File: src/rtl/crop_embed.sv
// crop_embed: re-embeds a cropped OUT_ROWS x OUT_COLS patch stream into a full
// IN_ROWS x IN_COLS raster frame. The patch lands at (crop_x0, crop_y0), which is
// clamped so the patch always fits. Every other pixel is FILL_VALUE.
//
// Ports:
//   clk, srst            clock and synchronous active-high reset
//   ap_start             start one frame (accepted only while idle)
//   ap_ready, ap_idle    high while idle
//   ap_done              one-cycle pulse after the last frame pixel handshakes
//   crop_x0, crop_y0     patch origin, latched at start
//   s_axis_*             patch pixel stream in raster order (tvalid/tready/tdata)
//   m_axis_*             frame pixel stream (tvalid/tready/tdata/tuser/tlast)
//   cnt_col, cnt_row     frame coordinates of the pixel currently on m_axis
module crop_embed #(
  parameter int unsigned PIXEL_BIT_WIDTH = 10,
  parameter int unsigned IN_ROWS         = 20,
  parameter int unsigned IN_COLS         = 20,
  parameter int unsigned OUT_ROWS        = 10,
  parameter int unsigned OUT_COLS        = 10,
  parameter int unsigned FILL_VALUE      = 0
) (
  input  logic                         clk,
  input  logic                         srst,
  input  logic                         ap_start,
  output logic                         ap_ready,
  output logic                         ap_idle,
  output logic                         ap_done,
  input  logic [$clog2(IN_COLS)-1:0]   crop_x0,
  input  logic [$clog2(IN_ROWS)-1:0]   crop_y0,
  input  logic                         s_axis_tvalid,
  output logic                         s_axis_tready,
  input  logic [PIXEL_BIT_WIDTH-1:0]   s_axis_tdata,
  output logic                         m_axis_tvalid,
  input  logic                         m_axis_tready,
  output logic [PIXEL_BIT_WIDTH-1:0]   m_axis_tdata,
  output logic                         m_axis_tuser,
  output logic                         m_axis_tlast,
  output logic [$clog2(IN_COLS)-1:0]   cnt_col,
  output logic [$clog2(IN_ROWS)-1:0]   cnt_row
);

  localparam int unsigned PW    = PIXEL_BIT_WIDTH;
  localparam int unsigned CW    = $clog2(IN_COLS);
  localparam int unsigned RW    = $clog2(IN_ROWS);
  localparam int unsigned MAXD  = (IN_ROWS > IN_COLS) ? IN_ROWS : IN_COLS;
  // One extra bit so x0+OUT_COLS / y0+OUT_ROWS cannot overflow in the window test.
  localparam int unsigned XW    = $clog2(MAXD) + 1;
  localparam int unsigned X_MAX = IN_COLS - OUT_COLS;
  localparam int unsigned Y_MAX = IN_ROWS - OUT_ROWS;

  typedef enum logic [1:0] {
    S_IDLE  = 2'd0,
    S_RUN   = 2'd1,
    S_DRAIN = 2'd2
  } state_t;

  state_t          state, state_n;
  logic [CW-1:0]   x0, x0_n;
  logic [RW-1:0]   y0, y0_n;
  logic [CW-1:0]   gc, gc_n;
  logic [RW-1:0]   gr, gr_n;
  logic            idle_q, idle_n;
  logic            done_n;
  logic            tvalid_n, tuser_n, tlast_n;
  logic [PW-1:0]   tdata_n;
  logic [CW-1:0]   ccol_n;
  logic [RW-1:0]   crow_n;
  logic            load_en_c;
  logic            in_win_c;
  logic            s_ready_c;
  logic [XW-1:0]   gc_w, gr_w, x0_w, y0_w;

  // Widened copies for the window compare.
  assign gc_w = XW'(gc);
  assign gr_w = XW'(gr);
  assign x0_w = XW'(x0);
  assign y0_w = XW'(y0);

  // Output register may take a new pixel when empty or being drained this cycle.
  assign load_en_c = !m_axis_tvalid || m_axis_tready;

  assign in_win_c = (gc_w >= x0_w) && (gc_w < (x0_w + XW'(OUT_COLS))) &&
                    (gr_w >= y0_w) && (gr_w < (y0_w + XW'(OUT_ROWS)));

  assign s_axis_tready = s_ready_c;
  assign ap_ready      = idle_q;
  assign ap_idle       = idle_q;

  // Next-state, counter and output-register logic.
  always_comb begin
    state_n   = state;
    x0_n      = x0;
    y0_n      = y0;
    gc_n      = gc;
    gr_n      = gr;
    done_n    = 1'b0;
    tvalid_n  = m_axis_tvalid;
    tdata_n   = m_axis_tdata;
    tuser_n   = m_axis_tuser;
    tlast_n   = m_axis_tlast;
    ccol_n    = cnt_col;
    crow_n    = cnt_row;
    s_ready_c = 1'b0;

    case (state)
      S_IDLE: begin
        if (ap_start) begin
          // Clamp the origin so the patch never wraps or truncates.
          x0_n    = (XW'(crop_x0) > XW'(X_MAX)) ? CW'(X_MAX) : crop_x0;
          y0_n    = (XW'(crop_y0) > XW'(Y_MAX)) ? RW'(Y_MAX) : crop_y0;
          gc_n    = '0;
          gr_n    = '0;
          state_n = S_RUN;
        end
      end

      S_RUN: begin
        // srst outranks any handshake, so never advertise ready while it is high.
        s_ready_c = in_win_c && load_en_c && !srst;
        if (m_axis_tready) begin
          tvalid_n = 1'b0;
        end
        // Inside the window a missing patch pixel stalls; outside, fill is always ready.
        if (load_en_c && (!in_win_c || s_axis_tvalid)) begin
          tvalid_n = 1'b1;
          tdata_n  = in_win_c ? s_axis_tdata : PW'(FILL_VALUE);
          tuser_n  = (gr == '0) && (gc == '0);
          tlast_n  = (gc == CW'(IN_COLS - 1));
          ccol_n   = gc;
          crow_n   = gr;
          if (gc == CW'(IN_COLS - 1)) begin
            gc_n = '0;
            if (gr == RW'(IN_ROWS - 1)) begin
              gr_n    = '0;
              state_n = S_DRAIN;
            end else begin
              gr_n = gr + RW'(1);
            end
          end else begin
            gc_n = gc + CW'(1);
          end
        end
      end

      S_DRAIN: begin
        if (m_axis_tvalid && m_axis_tready) begin
          tvalid_n = 1'b0;
          done_n   = 1'b1;
          state_n  = S_IDLE;
        end
      end

      default: begin
        state_n = S_IDLE;
      end
    endcase

    idle_n = (state_n == S_IDLE);
  end

  // State, counters and registered outputs.
  always_ff @(posedge clk) begin
    if (srst) begin
      state         <= S_IDLE;
      x0            <= '0;
      y0            <= '0;
      gc            <= '0;
      gr            <= '0;
      idle_q        <= 1'b1;
      ap_done       <= 1'b0;
      m_axis_tvalid <= 1'b0;
      m_axis_tdata  <= '0;
      m_axis_tuser  <= 1'b0;
      m_axis_tlast  <= 1'b0;
      cnt_col       <= '0;
      cnt_row       <= '0;
    end else begin
      state         <= state_n;
      x0            <= x0_n;
      y0            <= y0_n;
      gc            <= gc_n;
      gr            <= gr_n;
      idle_q        <= idle_n;
      ap_done       <= done_n;
      m_axis_tvalid <= tvalid_n;
      m_axis_tdata  <= tdata_n;
      m_axis_tuser  <= tuser_n;
      m_axis_tlast  <= tlast_n;
      cnt_col       <= ccol_n;
      cnt_row       <= crow_n;
    end
  end

endmodule

File: config.mk
export PLATFORM = sky130hd
export DESIGN_NAME = crop_embed
export DESIGN_NICKNAME = d
export VERILOG_FILES = /design/src/rtl/crop_embed.sv
export SDC_FILE = /design/constraint.sdc
export NUM_CORES = 1
export LEC_CHECK = 0
export BUFFER_PORTS_ARGS = -buffer_cell sky130_fd_sc_hd__clkbuf_2
export CAP_MARGIN = 5
export CORE_ASPECT_RATIO = 1.2
export CORE_MARGIN = 5
export CORE_UTILIZATION = 45
export CTS_BUF_LIST = sky130_fd_sc_hd__clkbuf_4 sky130_fd_sc_hd__clkbuf_8
export DETAILED_ROUTE_END_ITERATION = 6
export PLACE_DENSITY = 0.74
export SLEW_MARGIN = 20
export SYNTH_ARGS = -nofsm -noshare
export SYNTH_HDL_FRONTEND = slang
export SYNTH_SLANG_ARGS = --single-unit
export TNS_END_PERCENT = 50
File: constraint.sdc
create_clock -name clk -period 2.3 [get_ports clk]
set_input_delay 0.115 -clock clk [delete_from_list [all_inputs] [get_ports clk]]
set_output_delay 0.115 -clock clk [all_outputs]
set_load 0.02 [all_outputs]
; ---- Word-level counts from Yosys, hierarchy flattened
; Index checks and enable logic that the tools add are counted.
[word_totals]
elab_cells = 81
reg_bits = 47
output_inout_bits = 27
in_bits = 25
[op_classes]
add_sub_neg = 4
n_eq_ne = 9
muxes = 23
n_bitwise = 1
reduce_logical = 25
order_cmp = 6
[op_table]
columns = op, count
row1 = $mux W5, 8
row2 = $pmux W5 S2, 2
row3 = $add A5 B4 Y6 const B, 2
row4 = $lt A5 B6 Y1, 2
row5 = $add A5 B1 Y5 const B, 2
row6 = $eq A5 B5 Y1 const B, 2
row7 = $ge A5 B5 Y1, 2
row8 = $gt A5 B4 Y1 const B, 2
row9 = $logic_not A5 Y1, 2
row10 = $mux W10, 1
row11 = $mux W2, 5
row12 = $logic_and A1 B1 Y1, 8
row13 = $ne A2 B2 Y1 const B, 4
row14 = $pmux W2 S3, 1
row15 = $reduce_and A3 Y1, 2
row16 = $mux W1, 5
row17 = $logic_not A2 Y1, 2
row18 = $reduce_and A2 Y1, 2
row19 = $reduce_and A4 Y1, 1
row20 = $reduce_bool A2 Y1, 2
row21 = $logic_not A1 Y1, 3
row22 = $ne A3 B3 Y1 const B, 1
row23 = $eq A2 B1 Y1 const B, 1
row24 = $eq A2 B2 Y1 const B, 1
row25 = other kinds (4), 5

; ---- Logic depth before layout (Yosys ltp)
; Gate-level depths: netlist of run 1.
[logic_depth]
depth_word = 11
ltp_mapped = 12
ltp_nobuf = 10

; ---- Least setup slack after synthesis of run 1
; Ideal clock, no wire load.
[synth_path]
path_type = reg-to-output
startpoint = reg y0[1]
endpoint = out s_axis_tready
path_stages_with_launch = 10
t_arrival_ps = 2538
path_slack_ps = -353
n_path_buf = 1
required_ps = 2185
path_cell_list = dfxtp_1 -> ha_1 -> inv_1 -> ha_1 -> o21a_1 -> o31ai_1 -> a21oi_1 -> a2111oi_4 -> clkbuf_1 -> nor3b_1
[synth_between]
elab_chain_cells = 6
elab_cells_between_ends = 8
classes_between = add/sub (1) / order compare (2) / mux (1) / reduce/logical (4)
[synth_lines]
columns = element, line
row1 = "start, declared", 59  ; logic [RW-1:0] y0, y0_n;
row2 = "start signal, assigned", 180  ; y0 <= y0_n;
row3 = $add A5 B4 Y6 or $ge A5 B5 Y1 (tied branches), 83  ; (gr_w >= y0_w) && (gr_w < (y0_w + XW'(OUT_ROWS)));
row4 = $lt A5 B6 Y1 or $logic_and A1 B1 Y1 (tied branches), "83, 82"
row5 = $logic_and A1 B1 Y1 (*), 83
row6 = $logic_and A1 B1 Y1 (*) (2 in a row), 119  ; s_ready_c = in_win_c && load_en_c && !srst;
row7 = $mux W1 (*), 105  ; case (state)
row8 = "end, declared", 31  ; output logic s_axis_tready,
; Every way passes the cells marked *; elsewhere a longest branch is shown, timed or not.

; ---- Final worst setup path of run 1
[layout_path]
startpoint = reg y0[2]
endpoint = out s_axis_tready
; Same word-level chain as after synthesis.

==> flow_summary.toml, run 1 <==
[timing]
fmax_mhz = 389
finalSetupViolations = 36
slew_headroom = 0.600
whs_ps = 32.9
min_period_ps = 2570
tns_ps = -5890
maxSlewViolCount = 0
worst_slack_ps = -269
fin_crit_sh = 1.12
hold_violations = 0
skew_ps = 10.0
rsz0062_at_grt = "yes"
tightest_slew_ps = 597

[power_and_ir_drop]
power.density_nw_per_um2 = 574
peakVddDrop_mv = 0.347
power_mw = 2.02
leakage_nw = 1.47

[synth]
netlist_area_um2 = 2510
synth_ff_type = "dfxtp_1"
yosysMostFrequentCell = "nand2_1"
synth.top_cell.area_share = 0.375
ys_types = 42
yosys_warnings = 0
synth_common_cells = "nand2_1, dfxtp_1, a21oi_1, nand3_1, ha_1"
synth_seq_cells = 47
synth_area_leaders = "dfxtp_1, ha_1, nand2_1"
yosysTopAreaCell = "dfxtp_1"
synth_seq_area_share = 0.375
synthCells = 309
avgSynthCellArea_um2 = 8.11
synth_edf_count = 0
async_flop_share = 0
synth_nets = 358

[final_layout]
area.growth.synth_to_final_pct = 40.5
nets = 438
nFillCells = 418
finalNonFillerCells = 452
drive_above_1_share = 0.423
postLayoutCoreUtil = 0.656
diodes = 0

[run_status]
status = "finished with violations"
violations = "negative setup slack"

[die]
start_util = 0.467
core_area_um2 = 5370
dieHeight_um = 91.8
ios = 52
die_w_um = 78.1
num_rows = 29
die_area_um2 = 7170

[detailed_routing]
wl_mm = 7.05
avgViaCountPerCell = 5.60
drtIter0Drc = 89
antenna_left = 0
drt-wirelength-per-cell_um = 15.6
first_pass_iters = 4
vias = 2530
drcViolationCount = 0

[clocking]
cts.path.max_buffers = 2
clkSinkCount = 47
cts_tree = "done"
clkTransAtPathRegs_ps = 90
htreeDepth = 2
ctsRootBufferMaster = "clkbuf_8"
cts_inserted_buffers = 5
worstSkewPairLatency_ps = 300

[hold_path]
hold_path.class = "input pin to flip-flop"

[grt]
grt_max_degree = 28
grt_usage = 0.194
grt_overflow_total = 0
grt_pass1_vias = 2539
antenna_found_initial = 0
grt_pass1_wl_mm = 11.5

[worst_setup_path]
slowest_stage = "a2111oi_4"
start_kind = "flip-flop"
crit_arrival_ps = 2450
crit_buf_inv = 2
worstSetupPathType = "flip-flop to primary output"
path_cells = "ha_4 -> xor2_1 -> ha_1 -> o21a_1 -> o31ai_2 -> a21oi_2 -> a2111oi_4 -> buf_6 -> nor3b_4 -> clkbuf_8"
slowest_delay_ps = 420
crit_required_ps = 2180
critical_path.top_delay_family = "compound AO/OA/AOI/OAI gates"
cp-end-kind = "primary output"
crit_fanout = 3

[job]
cap_viol_max_count = 0

[placed_design]
gp_congestion = 0.901
numPlacedInstances = 433
hpwl_mm = 4.54
io_buffers = 51
-- cells in the final DEF (no fill, tap or decap), types with 3 or more instances in the layout --
| master | netlist | layout |
|---|---|---|
| clkbuf_8 | 0 | 6 |
| nor3_1 | 3 | 3 |
| nand3_2 | 0 | 9 |
| clkbuf_2 | 0 | 50 |
| nor2_1 | 15 | 15 |
| inv_1 | 18 | 17 |
| ha_1 | 24 | 21 |
| nand2_4 | 0 | 4 |
| a21oi_1 | 35 | 24 |
| nor2b_1 | 5 | 5 |
| a31oi_1 | 6 | 5 |
| nand2_1 | 49 | 31 |
| nand2_2 | 0 | 14 |
| o21ai_1 | 2 | 3 |
| a21o_1 | 5 | 4 |
| dfxtp_2 | 0 | 3 |
| dfxtp_1 | 47 | 43 |
| buf_6 | 3 | 15 |
| nand3_1 | 31 | 21 |
| o21ai_0 | 9 | 7 |
| buf_4 | 1 | 21 |
| a21oi_2 | 9 | 18 |
| nand4_1 | 4 | 4 |
-- tightest hold or removal path, cell delays in order --
cell	delay, ps
clkbuf_2	90
nand3_2	40
a21oi_1	50
-- report_power, final --
part           switching (mW)  leakage [nW]  internal, mW
sequential             0.0202         0.383         0.838
combinational           0.236          1.02         0.194
clock                   0.288        0.0688         0.447
total                   0.544          1.47          1.48
-- metal layers --
metal	track usage	part of all wire
met3	0.0373	0.053
met4	0.0977	0.028
met5	0	0
met1	0.220	0.41
met2	0.344	0.51
-- sequential cells by signal, indices dropped and copies added, names as in the netlist --
| name | count |
|---|---|
| cnt_row | 5 |
| x0 | 5 |
| m_axis_tuser | 1 |
| m_axis_tlast | 1 |
| m_axis_tvalid | 1 |
| state | 2 |
| gr | 5 |
| gc | 5 |
| ap_done | 1 |
| ap_idle | 1 |
| y0 | 5 |
| m_axis_tdata | 10 |
| cnt_col | 5 |
-- repair_timing --
item	CTS	global route
setup endpoints to repair	35	36
gates resized for setup	57	32
pin swaps	40	27
cloned	4	0
hold buffers	0	0
setup buffers	9	0
-- cells by family (layout without fill, tap and decap cells) --
logic type / after synthesis / after routing / synth area share
AOI/OAI and AO/OA: 80 / 80 / 0.206
xor gates and xnor gates: 4 / 4 / 0.0140
adders and majority gates: 24 / 24 / 0.120
DFF: 47 / 47 / 0.375
buffers and inverters: 34 / 115 / 0.0624
muxes: 1 / 1 / 0.00399
and+or+nand+nor: 119 / 119 / 0.219
-- through the flow --
stage	setup slack, ps	instance area (µm²)
after global placement	-132	2980
after global routing	-359	3520
after detailed placement	-185	2980
final	-269	3520
after floorplan	-36.1	2530
after CTS	-225	3420
-- cell type report --
type / count / area, µm² / area share
clock buffers: 6 / 76.3 / 0.0217
repair buffers: 89 / 621 / 0.176
clock inverters: 2 / 60.1 / 0.0170
flip-flops and latches: 47 / 948 / 0.269
multi-input cells: 228 / 1670 / 0.475
inverters: 18 / 67.6 / 0.0192
well taps: 62 / 77.6 / 0.0220
-- path summary, 6_finish.rpt --
check,start,end,slack (ps),depth (start not counted)
max reg2reg,y0[2]$_SDFFE_PP0P_,gc[2]$_SDFFE_PP0P_,-250,13
max,y0[2]$_SDFFE_PP0P_,s_axis_tready,-270,10
min,s_axis_tdata[3],m_axis_tdata[3]$_SDFFE_PP0P_,30,3
min reg2reg,m_axis_tdata[3]$_SDFFE_PP0P_,m_axis_tdata[3]$_SDFFE_PP0P_,460,2
No activity file was read; power rests on OpenSTA's default activity.
==> run 2, diff against run 1 <==
--- a/config.mk
+++ b/config.mk
@@ -5,6 +5,7 @@
 export SDC_FILE = /design/constraint.sdc
 export NUM_CORES = 1
 export LEC_CHECK = 0
+export ABC_AREA = 1
 export BUFFER_PORTS_ARGS = -buffer_cell sky130_fd_sc_hd__clkbuf_2
 export CAP_MARGIN = 5
 export CORE_ASPECT_RATIO = 1.2
==> run 2 against run 1 <==
  * The flow still finishes with violations (negative setup slack)
  * Clock-buffer cell count grew 1
  * Utilization down 9.0 points
  * Non-clock buffer count is 19 lower
  * Hold slack better by 20 ps
  * Register-to-register slack improved by 270 ps
  * Sequential power is 2% higher
  * Cell count increased by 5.8%
  * Sequential share of layout area increased by 2.8 points
  * Clock skew fell by 2.4 ps
  * Critical path type unchanged
  * Critical endpoint unchanged
  * Largest cell class unchanged
  * Largest power group unchanged
==> flow_summary.toml, run 2 <==
[power_and_ir_drop]
combinationalPowerShare = 0.238
power_mw = 1.88
p_sw_frac = 0.309
power.density_nw_per_um2 = 589
leakage_nw = 1.46
sequentialPowerShare = 0.466
peakVddDrop_mv = 0.234
p_int_mw = 1.30
p_switching_mw = 0.581
clkPwrFrac = 0.296

[placed_design]
numPlacedInstances = 462
gp_congestion = 0.867
placed_area_um2 = 2930
dp_slack_ps = -54.4
hpwl_mm = 4.35
io_buffers = 51

[final_layout]
final_common_cell = "nand2_1"
postLayoutCoreUtil = 0.566
area.growth.synth_to_final_pct = 23.3
stdcell_area_um2 = 3190
largest_register_ffs = 10
most-common-layout-cells = "nand2_1, clkbuf_2, dfxtp_1, a21oi_1, inv_1"
top_register = "m_axis_tdata"
nets = 462
diodes = 0
drive_above_1_share = 0.256
nFillCells = 528
finalNonFillerCells = 478

[synth]
synthCells = 348
synth.top_cell.area_share = 0.364
netlist_area_um2 = 2590
synth_nets = 397
synth_ff_type = "dfxtp_1"
synth_edf_count = 0
synth_area_leaders = "dfxtp_1, ha_1, nand2_1"
synth_seq_area_share = 0.364
yosys_warnings = 0
yosysMostFrequentCell = "nand2_1"
synth_common_cells = "nand2_1, dfxtp_1, a21oi_1, inv_1, nand3_1"
yosysTopAreaCell = "dfxtp_1"
synth_seq_cells = 47
ys_types = 35
avgSynthCellArea_um2 = 7.44
async_flop_share = 0

[worst_setup_path]
slowest_delay_ps = 370
crit_buf_inv = 2
rrSetupSlack_ps = 20
critical_path.top_delay_family = "simple AND/OR/NAND/NOR gates"
cp-end-kind = "primary output"
crit_top_cell = "nand2_1"
crit_arrival_ps = 2220
path_cells = "ha_4 -> xor2_1 -> ha_1 -> nand2_1 -> inv_1 -> nand2_1 -> nand2_1 -> nand2_1 -> nand2_2 -> nor3_4 -> nand3_1 -> nor2_1 -> buf_4"
r2r_cells = 15
start_kind = "flip-flop"
crit_required_ps = 2180
worstSetupPathType = "flip-flop to primary output"
cp_num_cells = 13
crit_fanout = 4
slowest_stage = "dfxtp_4"

[timing]
tightest_slew_ps = 424
slew_headroom = 0.716
min_period_ps = 2330
whs_ps = 52.8
hold_violations = 0
fmax_mhz = 429
fin_crit_sh = 1.01
finalSetupViolations = 1
worst_slack_ps = -32.6
maxSlewViolCount = 0
skew_ps = 7.58
rsz0062_at_grt = "yes"
tns_ps = -32.6

[clocking]
clkTransAtPathRegs_ps = 90
cts.path.max_buffers = 2
clkSinkCount = 47
ctsRootBufferMaster = "clkbuf_8"
cts_tree = "done"
htreeDepth = 2
worstSkewPairLatency_ps = 300
cts_inserted_buffers = 5

[detailed_routing]
avgViaCountPerCell = 5.14
wl_mm = 6.19
first_pass_iters = 4
vias = 2457
drtIter0Drc = 236
antenna_left = 0
drt-wirelength-per-cell_um = 12.9
drcViolationCount = 0

[die]
num_rows = 30
ios = 52
start_util = 0.460
die_w_um = 79.2
dieHeight_um = 93.1
die_area_um2 = 7370
core_area_um2 = 5630

[run_status]
status = "finished with violations"
violations = "negative setup slack"

[job]
cap_viol_max_count = 0

[grt]
grt_overflow_total = 0
grt_pass1_vias = 2317
grt_usage = 0.167
grt_pass1_wl_mm = 10.0
antenna_found_initial = 0
grt_max_degree = 38

[hold_path]
hold_path.class = "input pin to flip-flop"
hold_depth = 3
-- run 2: cell types whose count changed after synthesis, moves of 5 or more --
| cell | delta |
|---|---|
| nand2_1 | +30 |
| inv_1 | +16 |
| nor2_1 | +9 |
| a21oi_2 | -8 |
| a21oi_1 | +6 |
| a21o_1 | -5 |
| a31oi_1 | -5 |
| clkbuf_1 | -5 |
| nor2b_1 | -5 |
-- run 2: timing repair --
item                                    4_1_cts  5_1_grt
buffers inserted                              4        5
pin swaps                                     2        7
endpoints found under the setup margin       23       31
resized for setup                            10       15
hold endpoints to repair                      0        0
cloned                                        0        1
hold buffers                                  0        0
-- run 2: final cells by class --
type,instances,area (µm²),area share
multi-input cells,253,1500,0.472
repair buffers,70,413,0.129
clock buffers,7,96.3,0.0302
flip-flops and latches,47,948,0.297
clock inverters,1,7.51,0.00235
well taps,64,80.1,0.0251
inverters,36,140,0.0439
-- run 2: worst reg2reg max path: stages, from the launching register on --
cell	delay, ps
dfxtp_2	360
ha_4	160
xor2_1	140
ha_1	300
nand2_1	60
o21bai_1	150
nand2_1	60
nand2_1	60
nand2_2	80
inv_1	70
nand3_4	110
nand3_4	140
buf_4	210
nor2_2	120
nand2_1	90
a21oi_1	120
-- run 2: path summary, 6_finish.rpt --
| path | endpoint | startpoint |
|---|---|---|
| max | s_axis_tready | y0[1]$_SDFFE_PP0P_ |
| min | m_axis_tdata[2]$_SDFFE_PP0P_ | s_axis_tdata[2] |
| max reg2reg | gc[3]$_SDFFE_PP0P_ | x0[1]$_SDFFE_PP0P_ |
| min reg2reg | m_axis_tdata[6]$_SDFFE_PP0P_ | m_axis_tdata[6]$_SDFFE_PP0P_ |
-- run 2: cells by family after synthesis --
logic type	count (synthesis)	share of synthesized area
AOI/OAI and AO/OA	66	0.143
xor gates and xnor gates	10	0.0338
adders and majority gates	24	0.116
buffers and inverters	49	0.0837
DFF	47	0.364
and+or+nand+nor	152	0.260
-- run 2: per-layer routing --
metal / routed length [µm] / track usage / part of all wire / vias to the layer above
met1: 2700 / 0.202 / 0.44 / 1088
met3: 394 / 0.0366 / 0.064 / 14
met5: 0 / 0 / 0 / -
met4: 123 / 0.0559 / 0.020 / 0
met2: 2970 / 0.290 / 0.48 / 81
li1: - / - / - / 1274
-- run 2: power groups by stage --
stage	clock [mW]	combinational, mW	sequential (mW)
6_report	0.556	0.447	0.876
5_1_grt	0.607	0.495	0.880
4_1_cts	0.567	0.411	0.874
3_5_place_dp	0	0.383	0.891
3_3_place_gp	0	0.375	0.890
2_1_floorplan	0	0.256	0.911
